### src/rtl/board_wrapper_pkg.sv
// Shared constants, FSM state type and seven-segment code table for the
// switch-to-decimal display path.
package board_wrapper_pkg;

    localparam int W_IN  = 17;
    localparam int N_DIG = 6;
    localparam int CNT_W = 5;

    typedef enum logic [1:0] {
        IDLE,
        SHIFT,
        DONE
    } state_t;

    localparam logic [6:0] SEG_BLANK = 7'h7F;

    // Active-low segments, bit0 = a .. bit6 = g, indexed by decimal digit.
    localparam logic [6:0] SEG_TABLE [10] = '{
        7'h40, 7'h79, 7'h24, 7'h30, 7'h19,
        7'h12, 7'h02, 7'h78, 7'h00, 7'h10
    };

    // Nibbles above 9 cannot come out of the converter; they blank the digit.
    function automatic logic [6:0] seg_code(input logic [3:0] d);
        return (d <= 4'd9) ? SEG_TABLE[d] : SEG_BLANK;
    endfunction

endpackage

### src/rtl/board_wrapper_if.sv
// Start/result handshake between the board wrapper and the sequential
// binary-to-BCD converter.
interface board_wrapper_if;
    import board_wrapper_pkg::*;

    logic                   start;
    logic [W_IN-1:0]        bin;
    logic                   busy;
    logic                   done;
    logic [4*N_DIG-1:0]     bcd;

    modport master (output start, bin, input busy, done, bcd);
    modport slave  (input start, bin, output busy, done, bcd);

endinterface

### src/rtl/board_wrapper_bin2bcd_seq.sv
// Sequential double-dabble converter: one shift per clock, MSB first.
// bcd holds the last committed result; done stays high once a result has
// been committed since reset, so it doubles as the result-valid flag.
module bin2bcd_seq
    import board_wrapper_pkg::*;
(
    input  logic            clk,
    input  logic            rst,
    board_wrapper_if.slave  conv
);

    state_t                 state;
    logic [CNT_W-1:0]       cnt;
    logic [W_IN-1:0]        src;
    logic [4*N_DIG-1:0]     bcd_sr;
    logic [4*N_DIG-1:0]     bcd_adj;

    // Add 3 to every nibble >= 5 ahead of the next shift.
    always_comb begin
        bcd_adj = bcd_sr;
        for (int unsigned k = 0; k < N_DIG; k++) begin
            if (bcd_sr[4*k +: 4] >= 4'd5) begin
                bcd_adj[4*k +: 4] = bcd_sr[4*k +: 4] + 4'd3;
            end
        end
    end

    // Load / shift / commit FSM with registered busy, done and result.
    always_ff @(posedge clk) begin
        if (rst) begin
            state     <= IDLE;
            cnt       <= '0;
            src       <= '0;
            bcd_sr    <= '0;
            conv.busy <= 1'b0;
            conv.done <= 1'b0;
            conv.bcd  <= '0;
        end else begin
            case (state)
                IDLE: begin
                    if (conv.start) begin
                        src       <= conv.bin;
                        bcd_sr    <= '0;
                        cnt       <= '0;
                        conv.busy <= 1'b1;
                        state     <= SHIFT;
                    end
                end
                SHIFT: begin
                    {bcd_sr, src} <= {bcd_adj[4*N_DIG-2:0], src, 1'b0};
                    cnt           <= cnt + 1'b1;
                    if (cnt == CNT_W'(W_IN - 1)) begin
                        state <= DONE;
                    end
                end
                DONE: begin
                    conv.bcd  <= bcd_sr;
                    conv.done <= 1'b1;
                    conv.busy <= 1'b0;
                    state     <= IDLE;
                end
                default: state <= IDLE;
            endcase
        end
    end

endmodule

### src/rtl/board_wrapper.sv
// DE2 top wrapper: SW[16:0] shown in decimal on HEX5..HEX0, switches
// mirrored on LEDR, converter status on LEDG, LCD held idle.
module board_wrapper
    import board_wrapper_pkg::*;
(
    input  logic        CLOCK_27,
    input  logic [17:0] SW,
    input  logic [3:0]  KEY,
    output logic [6:0]  HEX0,
    output logic [6:0]  HEX1,
    output logic [6:0]  HEX2,
    output logic [6:0]  HEX3,
    output logic [6:0]  HEX4,
    output logic [6:0]  HEX5,
    output logic [6:0]  HEX6,
    output logic [6:0]  HEX7,
    output logic [17:0] LEDR,
    output logic [7:0]  LEDG,
    output logic [7:0]  LCD_DATA,
    output logic        LCD_RW,
    output logic        LCD_EN,
    output logic        LCD_RS,
    output logic        LCD_ON
);

    logic               rst;
    logic [W_IN-1:0]    sw_q;
    logic [W_IN-1:0]    src_q;
    logic [17:0]        ledr_q;
    logic [3:0]         key_q;
    logic               start;
    logic               valid;
    logic [4*N_DIG-1:0] result;
    logic [6:0]         seg [N_DIG];
    logic [3:0]         digit;
    logic               nz;

    board_wrapper_if conv ();

    assign rst = SW[17];

    // src_q remembers the value last handed to the converter, so a new
    // conversion starts only when nothing is valid yet or the switches moved.
    assign start      = !valid || (sw_q != src_q);
    assign conv.start = start;
    assign conv.bin   = sw_q;
    assign valid      = conv.done;
    assign result     = conv.bcd;

    bin2bcd_seq u_bin2bcd (
        .clk  (CLOCK_27),
        .rst  (rst),
        .conv (conv)
    );

    // Input registers and the tag of the value being converted.
    always_ff @(posedge CLOCK_27) begin
        if (rst) begin
            sw_q   <= '0;
            src_q  <= '0;
            ledr_q <= '0;
            key_q  <= '0;
        end else begin
            sw_q   <= SW[W_IN-1:0];
            ledr_q <= SW;
            key_q  <= ~KEY;
            if (start && !conv.busy) begin
                src_q <= sw_q;
            end
        end
    end

    // Digit decode with leading-zero blanking; units digit always shown.
    always_comb begin
        seg   = '{default: SEG_BLANK};
        digit = '0;
        nz    = 1'b0;
        for (int unsigned i = 0; i < N_DIG; i++) begin
            digit = result[4*(N_DIG-1-i) +: 4];
            nz    = nz | (digit != 4'd0);
            seg[N_DIG-1-i] = (valid && (nz || i == N_DIG-1)) ? seg_code(digit) : SEG_BLANK;
        end
    end

    assign HEX0 = seg[0];
    assign HEX1 = seg[1];
    assign HEX2 = seg[2];
    assign HEX3 = seg[3];
    assign HEX4 = seg[4];
    assign HEX5 = seg[5];
    assign HEX6 = SEG_BLANK;
    assign HEX7 = SEG_BLANK;

    assign LEDR = ledr_q;
    assign LEDG = {key_q, 2'b00, valid, conv.busy};

    assign LCD_DATA = 8'h00;
    assign LCD_RW   = 1'b0;
    assign LCD_EN   = 1'b0;
    assign LCD_RS   = 1'b0;
    assign LCD_ON   = 1'b0;

endmodule

### config.mk
export PLATFORM = sky130hd
export DESIGN_NAME = board_wrapper
export DESIGN_NICKNAME = d
export VERILOG_FILES = /design/src/rtl/board_wrapper_pkg.sv /design/src/rtl/board_wrapper_if.sv /design/src/rtl/board_wrapper_bin2bcd_seq.sv /design/src/rtl/board_wrapper.sv
export SDC_FILE = /design/constraint.sdc
export NUM_CORES = 1
export LEC_CHECK = 0
export BUFFER_PORTS_ARGS = -buffer_cell sky130_fd_sc_hd__buf_2
export CAP_MARGIN = 10
export CORE_MARGIN = 1.5
export CORE_UTILIZATION = 47
export DETAILED_ROUTE_END_ITERATION = 10
export GPL_TIMING_DRIVEN = 0
export PLACE_DENSITY = 0.69
export SLEW_MARGIN = 20
export SYNTH_ARGS = -nofsm -noshare
export SYNTH_HDL_FRONTEND = slang
export SYNTH_SLANG_ARGS = --single-unit
### constraint.sdc
create_clock -name CLOCK_27 -period 3.19 [get_ports CLOCK_27]
set_input_delay 0.1595 -clock CLOCK_27 [delete_from_list [all_inputs] [get_ports CLOCK_27]]
set_output_delay 0.1595 -clock CLOCK_27 [all_outputs]
set_load 0.01 [all_outputs]
* Word level (Yosys, flattened, before mapping) *
Memories as Yosys holds them, arrays and structs flattened.
Cells that the tools add are included.
Widths: inputs -> output; s select.

storage, ports and cells
  bits in read-only memories = 672
  logic and storage cells = 120
  input port bits = 23
  output and inout bits = 94
  flip-flop bits (word level) = 113
  memories kept = 6

operators by class
  magnitude comparators = 18
  bitwise logic cells = 11
  reduce and logical (&&, ||, !) cells = 20
  multiplexer cells = 41
  equality and inequality tests = 6
  add/sub/neg operators = 7

memories
  name              depth  width  rd ports  clocked after memory_dff  write ports  RTL line                 RTL
  (name not given)  16     7      1         0                         0            board_wrapper_pkg.sv:25  return (d <= 4'd9) ? SEG_TABLE[d] : SEG_BLANK;
  (name not given)  16     7      1         0                         0            board_wrapper_pkg.sv:25
  (name not given)  16     7      1         0                         0            board_wrapper_pkg.sv:25
  (name not given)  16     7      1         0                         0            board_wrapper_pkg.sv:25
  (name not given)  16     7      1         0                         0            board_wrapper_pkg.sv:25
  (name not given)  16     7      1         0                         0            board_wrapper_pkg.sv:25

operators with widths
  operator             number
  $mux 7               24
  $pmux 24 s2          1
  $pmux 17 s2          1
  $ge 5x5->1 const B   6
  $not 4->5            6
  $ge 4x3->1 const B   6
  $le 4x4->1 const B   6
  $mux 24              1
  $add 4x2->4 const B  5
  $mux 4               5
  $reduce_bool 4->1    5
  $mux 17              1
  $ne 17x17->1         1
  $pmux 5 s2           1
  $logic_and 1x1->1    6
  $reduce_and 2->1     3
  $add 5x1->5 const B  1
  $eq 5x5->1 const B   1
  $mux 5               1
  $mux 2               2
  $not 4->4            1
  $or 1x1->1           4
  $pmux 2 s2           1
  $reduce_bool 2->1    2
  other kinds (11)     12

* Longest topological paths before layout *
Gate-level depths: netlist of run 1.

  depth after elaboration = 7
  depth in mapped cells = 7
  gate-level depth less buffers = 7

* Modules after synthesis *
A second synthesis of run 1 with hierarchy kept.

second synthesis, totals
  cell total of the unflattened synthesis = 805
  area total of the unflattened synthesis = 6480.0 µm²

modules (own cells, without submodules)
  module         cells each  times used  area each (µm²)  seq. area each (µm²)
  board_wrapper  421         1           3276.9           760.7
  bin2bcd_seq    384         1           3203.1           1481.4

* Least setup slack after synthesis of run 1 *
OpenSTA, ideal clock, no wires.

  path type = register to register
  from = register, netlist name LEDR[13]
  to = register u_bin2bcd.src[10]
  required time = 3.038 ns
  setup time = 0.152 ns
  clock period less this slack = 1.779 ns
  arrival time = 1.627 ns
  path buffers = 1
  setup slack = 1.411 ns
  cell stages (with the launch flop) = 7
  cell sequence = dfxtp_1 xor2_1 nor4_1 nand3_1 o31ai_4 buf_6 a221oi_2

RTL lines
  element               RTL line                         RTL
  end signal, assigned  board_wrapper_bin2bcd_seq.sv:42  src <= conv.bin;
  end signal, assigned  board_wrapper_bin2bcd_seq.sv:50  {bcd_sr, src} <= {bcd_adj[4*N_DIG-2:0], src, 1'b0};
  end, declared         board_wrapper_bin2bcd_seq.sv:14  logic [W_IN-1:0] src;

* Final worst setup path of run 1 *
  from = register u_bin2bcd.conv.bcd[16]
  to = output HEX1[0]

between the ends
  cells in the longest elaborated chain, start to end = 7

ends and longest elaborated chain
  element                  RTL line                         RTL
  start, declared          board_wrapper_if.sv:13           modport slave (input start, bin, output busy, done, bcd);
  start signal, assigned   board_wrapper_bin2bcd_seq.sv:57  conv.bcd <= bcd_sr;
  $reduce_bool 4->1        board_wrapper.sv:80              nz = nz | (digit != 4'd0);
  $or 1x1->1 (4 in a row)  board_wrapper.sv:80
  $logic_and 1x1->1        board_wrapper.sv:81              seg[N_DIG-1-i] = (valid && (nz || i == N_DIG-1)) ? seg_code(digit) : SEG_BLANK;
  $mux 7                   board_wrapper.sv:81
  end, declared            board_wrapper.sv:10              output logic [6:0] HEX1,

Every way passes these cells.

==> summary.md, run 1 <==
| Metric | Value |
|---|---|
| Status | `complete, no violations` |
| Via count | `5389` |
| Global placer's final weighted congestion | `0.829` |
| Post-synth cell types | `45` |
| Final Max Slew Viols | `0` |
| Synth Flop Type | `dfxtp_1` |
| Clk sink count | `112` |
| Synth Instances | `771` |
| Min-Delay Path Class | `in -> reg` |
| Clk buf depth | `2` |
| Die extent in y | `119 µm` |
| PwrDens | `385 mW/mm²` |
| IO Count | `117` |
| Number of flops mapped to enable cells by yosys | `0` |
| Synthesis-stage register bit count | `112` |
| Cell Area, Synth | `0.00638 mm²` |
| Async SR Flop Fraction | `0%` |
| TritonRoute pass-1 iters | `5` |
| Die W | `119 µm` |
| RSZ-0062 raised after global routing | `false` |
| Area share of the largest cell type after synthesis | `35.2%` |
| Layout cells sized above 1 | `17.1%` |
| DRC viols | `0` |
| Post-synth top area cell | `dfxtp_1` |
| Storage cell area | `0.00224 mm²` |
| Full die area | `0.0143 mm²` |
| H-Tree Depth | `3` |
| I/O Buffers | `86` |
| Initial antenna violation count | `0` |
| Hpwl dp | `9.99 mm` |
| R2R depth | `6` |
| Pin count of the biggest net entering global routing | `21` |
| Fmax | `442 MHz` |
| Nets | `970` |
| Detailed Route WL | `13.7 mm` |
| Min cycle time layout | `2260 ps` |
| Count leader, synth | `dfxtp_1` |
| Clk_lat worst skew | `360 ps` |
| Slew @ Worst Pin | `704 ps` |
| Worst setup path startpoint | `u_bin2bcd.conv.bcd[16]$_SDFFE_PP0P_` |
| GR Util All Layers | `19.5%` |
| Flop-to-flop setup slack | `1070 ps` |
| Vias per Instance | `4.97` |
| Crit path DAT | `2100 ps` |
| CP endpoint kind | `output pin` |
| CTS tree | `done` |
| Maximum net fanout on the critical path | `7` |
| Final TNS setup | `0 ps` |
| Syn Area/Cell | `8.27 µm²` |
| FILL cells | `1276` |
| Slew margin rel. | `53.1%` |
| Area after DPL | `0.00713 mm²` |
| RR Startpoint | `LEDR[15]$_SDFF_PP0_` |
| Crit share post-route | `70.9%` |
| Critical path startpoint category | `flip-flop` |
| Yosys Warn Count | `0` |
| Cts repair resizes | `0` |
| Routed wire per std cell | `12.7 µm` |
| Worst Setup EP | `HEX1[0]` |
| Initial core utilization | `48.2%` |
| Required time worst endpoint | `3030 ps` |
| Final hold violation count | `0` |
| Core Region | `0.0132 mm²` |
| Global-route wire length before repair | `22.9 mm` |
| Top post-synthesis cells by count | `dfxtp_1, nand2_1, inv_1, a21oi_1, o21ai_0` |
| Row count | `42` |
| Post-DRT Antenna Nets | `0` |
| Synthesis-to-finish area growth | `17.9%` |
| CTS Buf Count | `9` |
| Total congestion overflow | `0` |
| Pleak | `2.87 nW` |
| Peak VDD IR | `316 µV` |
| Vias in the first global route | `4872` |
| Max_cap viols | `0` |
| Drt first-iter violations | `227` |
| Worst-path clk slew | `80 ps` |
| CTS Root Cell | `clkbuf_16` |
| Crit Path Category | `reg -> out` |
| Synth area leaders | `dfxtp_1, ha_1, nand2_1` |
| Seq/Total Area, Yosys | `35.2%` |
| Multi-input gate area | `0.00358 mm²` |
| Reg2Reg Capture Point | `u_bin2bcd.src[10]$_SDFFE_PP0P_` |
| Clock Skew | `7.55 ps` |
| # setup viols final | `0` |
| # diodes | `0` |
| Post-route cell area | `0.00752 mm²` |
-- kinds of logic after synthesis --
| family | count (synthesis) | synth area share [%] |
|---|---|---|
| AOI/OAI and AO/OA | 182 | 19.3 |
| xor gates and xnor gates | 25 | 3.43 |
| adders and majority gates | 44 | 8.63 |
| buffers and inverters | 135 | 10.4 |
| DFF | 112 | 35.2 |
| muxes | 22 | 3.45 |
| other | 2 | 0.118 |
| and+or+nand+nor | 249 | 19.5 |
-- layout by cell type (no fill, tap or decap), drive strengths merged, types with 4 or more instances in the layout --
master and n:
clkbuf 43, ha 44, xnor2 7, o32ai 20
dfxtp 112, nand2 85, a31oi 10, nor3 8
a21oi 55, inv 63, dlygate4sd3 8, a211oi 17
conb 29, o21ai 45, buf 129, nand4 7
o211ai 6, a221oi 16, nor2 43, mux2i 22
nor4 4, nand2b 40, nor2b 36, xor2 18
nor3b 4, nand3 11
-- metal layers --
layer  share of wire [%]  global-route usage [%]  vias to the layer above  wire length, µm
met3                 4.0                    3.02                       17              546
li1                    -                       -                     2840                -
met1                  48                    25.0                     2409             6530
met2                  47                    33.5                      123             6410
met5                   0                       0                        -                0
met4                 1.9                    6.55                        0              263
-- registers in the layout (all words and copies together), names as in the netlist, 2 cells and up --
name,cells
u_bin2bcd.bcd_sr,24
u_bin2bcd.conv.bcd,24
LEDR,17
src_q,17
u_bin2bcd.src,17
u_bin2bcd.cnt,5
key_q,4
u_bin2bcd.state,2
-- stage by stage --
step           power, mW  setup WS [ps]  util [%]  cells  hold slack (ps)
3_5_place_dp        1.73           1070      53.8   1060              323
3_3_place_gp        1.73           1090      53.8   1060              317
4_1_cts             2.92            900      56.8   1084            0.105
5_1_grt             3.00            759      56.8   1084             4.66
2_1_floorplan       1.66           1410         -    798              232
6_report            2.89            929      56.8   1084             6.40
-- area by class of cell --
| type | instances | area share, % |
|---|---|---|
| Buffer | 77 | 5.89 |
| Clock buffer | 9 | 3.00 |
| Clock inverter | 7 | 1.13 |
| Inverter | 58 | 2.90 |
| Multi-Input combinational cell | 551 | 47.6 |
| Sequential cell | 112 | 29.8 |
| Tap cell | 176 | 2.93 |
| Timing Repair Buffer | 94 | 6.79 |
-- critical path, stage by stage (launching register included) --
cell and delay, ps:
dfxtp_1 410, inv_1 110, ha_1 220, and4_1 250, a41oi_1 230, o21a_1 260, o21ai_0 120, buf_2 150
-- worst min-delay path by stage --
stage,startpoint,to,slack (ps),depth (start not counted)
2_1_floorplan,KEY[0],key_q[0]$_SDFF_PP0_,230,1
3_3_place_gp,KEY[2],key_q[2]$_SDFF_PP0_,320,2
3_5_place_dp,KEY[2],key_q[2]$_SDFF_PP0_,320,2
4_1_cts,SW[6],LEDR[6]$_SDFF_PP0_,0.1,2
5_1_grt,SW[6],LEDR[6]$_SDFF_PP0_,5,2
6_report,SW[6],LEDR[6]$_SDFF_PP0_,6,2
-- power breakdown --
group / internal (mW) / leakage [nW] / switching (mW) / total, mW
Sequential: 1.43 / 0.913 / 0.0299 / 1.46
Clock: 0.628 / 0.153 / 0.558 / 1.19
Combinational: 0.114 / 1.81 / 0.131 / 0.244
-- what timing repair did --
action / in CTS / in global routing
setup buffers: 0 / 0
hold endpoints to repair: 8 / 0
hold buffers: 8 / 0
No activity file was read; power rests on OpenSTA's default activity.
==> run 2: changes to the inputs <==
clock period = 2.15 ns   (was 3.19 ns; I/O delays follow)
==> run 2 against run 1 <==
  * Utilization rose by 1.3 points
  * Sequential share of layout area fell by 0.52 points
  * Critical path type unchanged
  * Flip-flop and latch count did not move
  * Clock skew fell by 0.50 ps
  * First-iteration DRC count rose by 4.0%
  * Sequential power rose by 49%
  * Largest cell class unchanged
  * Largest power group unchanged
  * Clock power rose by 48%
  * Worst setup slack got worse by 780 ps
==> summary.md, run 2 (synthesis results as in run 1) <==
| Metric | Value |
|---|---|
| Most frequent cells in the layout | `dfxtp_1, buf_2, nand2_1` |
| Initial core utilization | `48.2% (unchanged)` |
| Die extent in y | `119 µm (unchanged)` |
| NetSw | `1.07 mW (+49%)` |
| Detailed Route WL | `14.0 mm (+2.0%)` |
| I/O Buffers | `86 (unchanged)` |
| Combinational share of power | `9.0% (+0.6 points)` |
| Hold slack | `398 ps (+391 ps)` |
| Core Util, Final | `58.0% (+1.3 points)` |
| Status | `complete, no violations` |
| Multi-input gate area | `0.00360 mm² (+0.80%)` |
| Tot Pwr | `4.31 mW (+49%)` |
| FILL cells | `1252 (-1.9%)` |
| H-Tree Depth | `3 (unchanged)` |
| Dpl ws | `32.2 ps (-1040 ps)` |
| Power share of the clock group | `40.8% (-0.2 points)` |
| Drt first-iter violations | `236 (+4.0%)` |
| CTS Buf Count | `9 (unchanged)` |
| Final Max Slew Viols | `0 (unchanged)` |
| Die W | `119 µm (unchanged)` |
| Int Pwr | `3.24 mW (+49%)` |
| Most common cell after layout, fill and taps aside | `dfxtp_1` |
| Required time worst endpoint | `2040 ps (-990 ps)` |
| CTS Root Cell | `clkbuf_16` |
| Area after DPL | `0.00713 mm² (unchanged)` |
| Via count | `5440 (+0.95%)` |
| # setup viols final | `0 (unchanged)` |
| Post-DRT Antenna Nets | `0 (unchanged)` |
| Synthesis-to-finish area growth | `20.5%` |
| Hpwl dp | `9.99 mm (unchanged)` |
| Crit share post-route | `93.3%` |
| Global-route wire length before repair | `23.4 mm (+2.3%)` |
| Post-route insts no fill | `1095 (+1.0%)` |
| Min-Delay Path Class | `in -> reg` |
| Slew @ Worst Pin | `714 ps (+10.3 ps)` |
| Pin count of the biggest net entering global routing | `21 (unchanged)` |
| Full die area | `0.0143 mm² (unchanged)` |
| Final TNS setup | `0 ps (unchanged)` |
| Storage cell area | `0.00225 mm² (+0.45%)` |
| Pleak | `2.95 nW (+2.5%)` |
| CP endpoint kind | `output pin` |
| # diodes | `0 (unchanged)` |
| Final Worst Setup Slack | `144 ps (-784 ps)` |
| Flop pwr share | `50.3% (-0.2 points)` |
| RSZ-0062 raised after global routing | `false` |
| Slew margin rel. | `52.4% (-0.69 points)` |
| Peak VDD IR | `481 µV (+52%)` |
| Crit path DAT | `1900 ps (-200 ps)` |
| Row count | `42 (unchanged)` |
| Nets | `981 (+1.1%)` |
| Critical Path Max Stage Delay | `360 ps (-50 ps)` |
| Clock Skew | `7.05 ps (-0.501 ps)` |
| IO Count | `117 (unchanged)` |
| Crit Path Category | `reg -> out` |
| Critical path startpoint category | `flip-flop` |
| Vias per Instance | `4.97 (about the same)` |
| Routed wire per std cell | `12.8 µm (+0.99%)` |
| GR Util All Layers | `19.9% (+0.41 points)` |
| Cell total after placement | `1060 (unchanged)` |
| Final hold violation count | `0 (unchanged)` |
| Fmax | `499 MHz` |
| Initial antenna violation count | `0 (unchanged)` |
| Global placer's final weighted congestion | `0.829 (unchanged)` |
| CTS tree | `done` |
| TritonRoute pass-1 iters | `4 (-1)` |
| Regs by FF count | `u_bin2bcd.bcd_sr x24, u_bin2bcd.conv.bcd x24` |
| Post-route cell area | `0.00769 mm² (+2.2%)` |
| Core Region | `0.0132 mm² (unchanged)` |
| Sw frac | `24.8% (-0.029 points)` |
| Max_cap viols | `0 (unchanged)` |
| PwrDens | `561 mW/mm² (+46%)` |
| Vias in the first global route | `4979 (+2.2%)` |
| Clk_lat worst skew | `360 ps (about the same)` |
| CP max stage cell | `dfxtp_4` |
| Clk buf depth | `2 (unchanged)` |
| Maximum net fanout on the critical path | `7 (unchanged)` |
| DRC viols | `0 (unchanged)` |
| Clk sink count | `112 (unchanged)` |
| Worst-path clk slew | `70 ps (about the same)` |
| Layout cells sized above 1 | `18.7% (+1.6 points)` |
| Total congestion overflow | `0 (unchanged)` |
| Min cycle time layout | `2010 ps` |
| Cells along the critical path | `inv_1 -> ha_1 -> and4_4 -> a41oi_1 -> o21a_2 -> o21ai_0 -> buf_2` |
[run 2: area by class of cell]
class	count	area share [%]
Tap cell	176	2.86
Sequential cell	112	29.3
Inverter	58	2.83
Clock inverter	7	1.11
Buffer	74	5.65
Timing Repair Buffer	108	8.43
Clock buffer	9	2.93
Multi-Input combinational cell	551	46.9
[run 2: path summary, 6_finish.rpt]
check,from,end,slack (ps),depth (start not counted)
setup / recovery,u_bin2bcd.conv.bcd[16]$_SDFFE_PP0P_,HEX1[0],140,7
hold / removal,SW[17],u_bin2bcd.cnt[3]$_SDFFE_PP0P_,400,3
setup reg to reg,u_bin2bcd.state[0]$_SDFFE_PP0P_,u_bin2bcd.bcd_sr[10]$_SDFFE_PP0P_,170,5
hold reg to reg,u_bin2bcd.bcd_sr[21]$_SDFFE_PP0P_,u_bin2bcd.conv.bcd[21]$_SDFFE_PP0P_,470,2
[run 2: worst max-delay path: cells and delay by family (launching register included)]
family | cells | cell delay (ps)
compound gates | 3 | 470
buf+inv | 2 | 250
fa+ha+maj | 1 | 190
flops | 1 | 360
simple gates | 1 | 270
[run 2: what timing repair did]
action                                 4_1_cts  5_1_grt
setup endpoints to repair                   18       72
endpoints found under the hold margin       21        0
hold buffers                                21        0
setup buffers                                0        1
gates resized for setup                      6       14
pin swaps                                    1        2
[run 2: power groups by stage]
stage          clock network [mW]  logic (mW)  registers (mW)
6_report                     1.76       0.386            2.17
3_3_place_gp                    0       0.346            2.22
2_1_floorplan                   0       0.248            2.22
4_1_cts                      1.79       0.382            2.17
5_1_grt                      1.88       0.422            2.18
3_5_place_dp                    0       0.351            2.22
[run 2: routing by layer]
| metal | up-vias | share of wire (%) | track usage (%) |
|---|---|---|---|
| li1 | 2849 | - | - |
| met1 | 2445 | 47 | 25.5 |
| met2 | 128 | 47 | 34.1 |
| met3 | 18 | 4.0 | 3.11 |
| met4 | 0 | 2.0 | 6.92 |
| met5 | - | 0 | 0 |
